===== src/rtl/regfile_wb_unit_pkg.sv =====
// Shared types and constants for the writeback register file and its load scoreboard.
package regfile_wb_unit_pkg;

  localparam int REG_ADDR_W = 5;
  localparam int NUM_REGS   = 32;

  typedef logic [1:0] sb_cnt_t;
  localparam sb_cnt_t SB_MAX = 2'd3;

  typedef enum logic {
    WB_SEL_ALU,
    WB_SEL_MEM
  } wb_sel_e;

endpackage


===== src/rtl/regfile_wb_unit_load_scoreboard.sv =====
// Per-register count of outstanding loads; flags decode reads that would consume a pending load.
module regfile_wb_unit_load_scoreboard
  import regfile_wb_unit_pkg::*;
(
  input  logic                  clock,
  input  logic                  reset,
  input  logic                  issue_load,
  input  logic [REG_ADDR_W-1:0] issue_rd,
  input  logic                  wb_load,
  input  logic [REG_ADDR_W-1:0] wb_rd,
  input  logic                  flush,
  input  logic [REG_ADDR_W-1:0] rs1,
  input  logic [REG_ADDR_W-1:0] rs2,
  output logic                  load_hazard
);

  sb_cnt_t cnt_q [NUM_REGS];
  sb_cnt_t cnt_d [NUM_REGS];
  logic    inc;
  logic    dec;

  assign inc = issue_load && (issue_rd != '0);
  assign dec = wb_load && (wb_rd != '0);

  // A matching inc and dec cancel; both directions saturate so stale loads after a flush stay at 0.
  always_comb begin
    cnt_d = cnt_q;
    for (int i = 1; i < NUM_REGS; i++) begin
      if (flush) begin
        cnt_d[i] = '0;
      end else if (inc && (issue_rd == REG_ADDR_W'(i)) && !(dec && (wb_rd == REG_ADDR_W'(i)))) begin
        if (cnt_q[i] != SB_MAX) cnt_d[i] = cnt_q[i] + 2'd1;
      end else if (dec && (wb_rd == REG_ADDR_W'(i)) && !(inc && (issue_rd == REG_ADDR_W'(i)))) begin
        if (cnt_q[i] != '0) cnt_d[i] = cnt_q[i] - 2'd1;
      end
    end
    cnt_d[0] = '0;
  end

  always_ff @(posedge clock or negedge reset) begin
    if (!reset) begin
      for (int i = 0; i < NUM_REGS; i++) cnt_q[i] <= '0;
    end else begin
      cnt_q <= cnt_d;
    end
  end

  assign load_hazard = ((rs1 != '0) && (cnt_q[rs1] != '0)) ||
                       ((rs2 != '0) && (cnt_q[rs2] != '0));

endmodule


===== src/rtl/regfile_wb_unit.sv =====
// Writeback commit into a 32-entry register file with same-cycle read bypass and load-use hazard flag.
// Optional retire counter output enabled by defining REGFILE_WB_RETIRE_COUNT_EN.
module regfile_wb_unit
  import regfile_wb_unit_pkg::*;
#(
  parameter int CORE         = 0,
  parameter int DATA_WIDTH   = 32,
  parameter int ADDRESS_BITS = 20
) (
  input  logic                  clock,
  input  logic                  reset,
  input  logic                  wb_regWrite,
  input  logic                  wb_memRead,
  input  logic [REG_ADDR_W-1:0] wb_rd,
  input  logic [DATA_WIDTH-1:0] wb_memory_data,
  input  logic [DATA_WIDTH-1:0] wb_ALU_result,
  input  logic                  issue_load,
  input  logic [REG_ADDR_W-1:0] issue_rd,
  input  logic                  flush,
  input  logic [REG_ADDR_W-1:0] rs1,
  input  logic [REG_ADDR_W-1:0] rs2,
  output logic [DATA_WIDTH-1:0] rs1_data,
  output logic [DATA_WIDTH-1:0] rs2_data,
  output logic                  load_hazard,
  output logic                  wb_write,
  output logic [REG_ADDR_W-1:0] wb_write_reg,
  output logic [DATA_WIDTH-1:0] wb_write_data
`ifdef REGFILE_WB_RETIRE_COUNT_EN
  ,
  output logic [31:0]           retire_count
`endif
);

  wb_sel_e               wr_sel;
  logic [DATA_WIDTH-1:0] wr_data;
  logic                  we;
  logic [DATA_WIDTH-1:0] regs_q [NUM_REGS];
  logic [DATA_WIDTH-1:0] regs_d [NUM_REGS];
  logic                  unused_params;

  assign unused_params = (CORE != 0) ^ (ADDRESS_BITS != 0);

  always_comb begin
    wr_sel  = wb_memRead ? WB_SEL_MEM : WB_SEL_ALU;
    wr_data = (wr_sel == WB_SEL_MEM) ? wb_memory_data : wb_ALU_result;
    we      = wb_regWrite && (wb_rd != '0);
  end

  always_comb begin
    regs_d = regs_q;
    if (we) regs_d[wb_rd] = wr_data;
    regs_d[0] = '0;
  end

  always_ff @(posedge clock or negedge reset) begin
    if (!reset) begin
      for (int i = 0; i < NUM_REGS; i++) regs_q[i] <= '0;
    end else begin
      regs_q <= regs_d;
    end
  end

  // The committing value is bypassed so decode never sees the stale entry in the commit cycle.
  always_comb begin
    rs1_data = regs_q[rs1];
    if (rs1 == '0)                 rs1_data = '0;
    else if (we && (rs1 == wb_rd)) rs1_data = wr_data;
    rs2_data = regs_q[rs2];
    if (rs2 == '0)                 rs2_data = '0;
    else if (we && (rs2 == wb_rd)) rs2_data = wr_data;
  end

  assign wb_write      = we;
  assign wb_write_reg  = wb_rd;
  assign wb_write_data = wr_data;

  regfile_wb_unit_load_scoreboard u_scoreboard (
    .clock       (clock),
    .reset       (reset),
    .issue_load  (issue_load),
    .issue_rd    (issue_rd),
    .wb_load     (wb_regWrite && wb_memRead),
    .wb_rd       (wb_rd),
    .flush       (flush),
    .rs1         (rs1),
    .rs2         (rs2),
    .load_hazard (load_hazard)
  );

`ifdef REGFILE_WB_RETIRE_COUNT_EN
  logic [31:0] retire_q;
  logic [31:0] retire_d;

  // Counts every retiring writer, including those targeting x0.
  always_comb begin
    retire_d = retire_q;
    if (wb_regWrite) retire_d = retire_q + 32'd1;
  end

  always_ff @(posedge clock or negedge reset) begin
    if (!reset) retire_q <= '0;
    else        retire_q <= retire_d;
  end

  assign retire_count = retire_q;
`endif

endmodule


===== config.mk =====
export PLATFORM = sky130hd
export DESIGN_NAME = regfile_wb_unit
export DESIGN_NICKNAME = d
export VERILOG_FILES = /design/src/rtl/regfile_wb_unit_pkg.sv /design/src/rtl/regfile_wb_unit_load_scoreboard.sv /design/src/rtl/regfile_wb_unit.sv
export SDC_FILE = /design/constraint.sdc
export NUM_CORES = 2
export LEC_CHECK = 0
export BUFFER_PORTS_ARGS = -buffer_cell sky130_fd_sc_hd__buf_2
export CORE_MARGIN = 2
export CORE_UTILIZATION = 54
export DETAILED_ROUTE_END_ITERATION = 10
export HOLD_SLACK_MARGIN = 0.05
export PLACE_DENSITY = 0.82
export REMOVE_ABC_BUFFERS = 1
export SLEW_MARGIN = 20
export SYNTH_ARGS = -nofsm -noshare
export SYNTH_HDL_FRONTEND = slang
export SYNTH_HIERARCHICAL = 1
export SYNTH_SLANG_ARGS = --single-unit

===== constraint.sdc =====
create_clock -name clock -period 2.3 [get_ports clock]
set_input_delay 0.115 -clock clock [delete_from_list [all_inputs] [get_ports clock]]
set_output_delay 0.115 -clock clock [all_outputs]
set_load 0.03 [all_outputs]

==> impl_metrics.json <==
{
  "die_w_um": 329,
  "p_leak_nw": 29.4,
  "rsz0062_at_grt": "true",
  "finalMaxSlewViolations": 0,
  "final.setup.worst_slack_ps": -545,
  "gp_congestion": 0.950,
  "drv_cap": 0,
  "post-route-util_pct": 66.6,
  "grt_max_degree": 93,
  "multi_input_area_mm2": 0.0301,
  "ir_drop_uv": 681,
  "syn_avg_cell_area_um2": 10.2,
  "synthCells": 5610,
  "drive_gt1_share_pct": 31.9,
  "die_y_um": 329,
  "setup_viol_count_final": 65,
  "synth_ff_type": "dfrtp_1",
  "initial_core_util_pct": 54.3,
  "crit_path_max_fanout": 3,
  "area.growth.synth_to_final_pct": 22.7,
  "finClkSkew_ps": 30.3,
  "cts_buffers": 106,
  "final_common_cell": "dfrtp_1",
  "cellPowerDensity_mw_per_mm2": 866,
  "layout_min_cycle_time_ps": 2850,
  "min_path_type": "input pin to register",
  "clk_path_buf_depth": 3,
  "fmax_ghz": 0.351,
  "wl_per_cell_um": 29.3,
  "clk_latency_ps": 740,
  "io_buffers": 192,
  "synth_cell_types": 75,
  "worst_pin_slew_ps": 1030,
  "ioPinCount": 193,
  "grtUsageTotal_pct": 38.7,
  "overflow": 0,
  "period_share_pct": 124,
  "fp-row-count": 119,
  "antenna_left": 0,
  "crit_type": "register to output port",
  "cts_tree": "yes",
  "required_ps": 2180,
  "grt_pass1_wl_mm": 319,
  "synth_edf_count": 0,
  "wl_mm": 217,
  "cp-end-kind": "output port",
  "dieArea_mm2": 0.108,
  "cts_num_sinks": 1054,
  "num_vias": 54158,
  "grt_pass1_vias": 54350,
  "final_cell_mix": "dfrtp_1 (1049), nor2_1 (627), a21oi_1 (583)",
  "outcome": "finished, violations left",
  "synth_seq_cells": 1054,
  "worst-endpoint-arrival_ps": 2730,
  "antenna_found_initial": 2,
  "final_cells": 7427,
  "synth_area_mm2": 0.0570,
  "nets": 6037,
  "slew-limit-headroom_pct": 31.5,
  "drtIter0Drc": 9427,
  "power_mw": 60.5,
  "fillers": 6737,
  "async_reset_ff_share_pct": 100,
  "seq_area_mm2": 0.0264,
  "clockRootBuffer": "clkbuf_16",
  "first_pass_iters": 7,
  "ys_seq_area_share_pct": 46.3,
  "failed_checks": "negative setup slack",
  "drc": 0,
  "place.detailed.hpwl_mm": 125,
  "placed_cells": 7105,
  "synth_warnings": 6,
  "avgViaCountPerCell": 7.29,
  "worst_hold_slack_ps": 47.7,
  "critPathLaunchType": "register",
  "final-hold-violation-count": 0,
  "htreeDepth": 3,
  "core_mm2": 0.105,
  "path_clk_slew_ps": 60
}
## synthesized netlist by cell type, types with 3 or more instances
master | instances | area [um^2]
o21bai_1 | 3 | 22.5
nand3b_1 | 31 | 233
mux2i_1 | 38 | 380
a211o_1 | 4 | 35.0
nand2b_1 | 17 | 106
nand4b_1 | 9 | 78.8
nor4b_1 | 3 | 26.3
nor3b_1 | 13 | 97.6
dfrtp_1 | 1054 | 26400
mux2_2 | 316 | 3560
o211ai_1 | 26 | 195
a2111oi_0 | 4 | 35.0
nand2_1 | 615 | 2310
or3b_1 | 14 | 123
nor2b_1 | 12 | 75.1
a21o_1 | 28 | 210
or2_2 | 10 | 62.6
o22ai_1 | 132 | 826
clkbuf_1 | 387 | 1450
buf_1 | 16 | 60.1
buf_2 | 120 | 601
o21ai_0 | 595 | 2980
nand4bb_1 | 3 | 33.8
a221oi_1 | 120 | 1050
buf_6 | 18 | 203
nor2_2 | 8 | 50.1
a221oi_2 | 8 | 120
inv_1 | 38 | 143
nand3_1 | 13 | 65.1
a211oi_1 | 70 | 526
xnor2_1 | 10 | 87.6
and2_1 | 21 | 131
buf_4 | 17 | 128
a22oi_1 | 126 | 946
mux4_2 | 321 | 7230
and3_1 | 9 | 56.3
a21oi_1 | 583 | 2920
a211oi_2 | 8 | 100
nor3_1 | 97 | 485
nor2_1 | 646 | 2420
## cells by family after synthesis
kind of cell,after synthesis,synth area share (%)
xor gates and xnor gates,10,0.154
DFF,1054,46.3
buffers and inverters,597,4.55
AOI/OAI and AO/OA,1730,17.9
muxes,675,19.6
and+or+nand+nor,1544,11.6
## critical path, cell delays in order (launching register included)
cell and delay [ps]:
dfrtp_1 430, mux4_2 560, a22oi_2 200, nand2_2 100, a221oi_4 440, a211oi_1 90
buf_4 190
## registers in the layout, summed over array words and instances, names as in the netlist
name                cells
regs_q                992
u_scoreboard/cnt_q     62
## path summary, 6_finish.rpt
kind | start | to | slack [ps] | cells past startpoint
hold / removal | wb_memory_data[27] | regs_q[251] | 50 | 4
min in group asynchronous | reset | regs_q[789] | 190 | 3
setup reg to reg | u_scoreboard/cnt_q[60] | u_scoreboard/cnt_q[61] | 760 | 4
setup / recovery | regs_q[518] | rs2_data[6] | -550 | 6
max in group asynchronous | reset | regs_q[159] | 1520 | 4
hold reg to reg | regs_q[858] | regs_q[858] | 510 | 2
## routing by layer
layer	GRT usage [%]	share of wire (%)	vias up
li1	-	-	21195
met1	46.5	32	25808
met2	57.4	43	5339
met3	13.9	15	1808
met4	28.7	9.6	8
met5	0.399	0.063	-
## final cells by class
type / instances / share of cell area [%]
repair buffers: 788 / 11.2
diodes: 1 / 0.00358
well taps: 1391 / 2.49
flip-flops and latches: 1054 / 37.7
inverters: 38 / 0.204
multi-input cells: 3959 / 43.0
clock inverters: 46 / 0.918
clock buffers: 150 / 4.40
## per-stage QoR
stage | TNS, ps | worst slack [ps] | area [um^2]
detailed placement | -7080 | -517 | 63200
CTS | -18730 | -426 | 69300
global route | -25980 | -564 | 69900
finish | -23190 | -545 | 69900
global placement | -5920 | -497 | 63200
floorplan | -157690 | -1080 | 54500
## timing repair
action | in CTS | in global routing
setup buffers | 47 | 25
pin swaps | 218 | 62
setup endpoints to repair | 65 | 69
hold buffers | 76 | 0
gates resized for setup | 299 | 92
endpoints found under the hold margin | 1413 | 0
## power by group
group | internal [mW] | switching [mW]
Combinational | 7.71 | 8.21
Clock | 10.9 | 7.85
Sequential | 22.4 | 3.46
(Power assumes the default switching activity.)
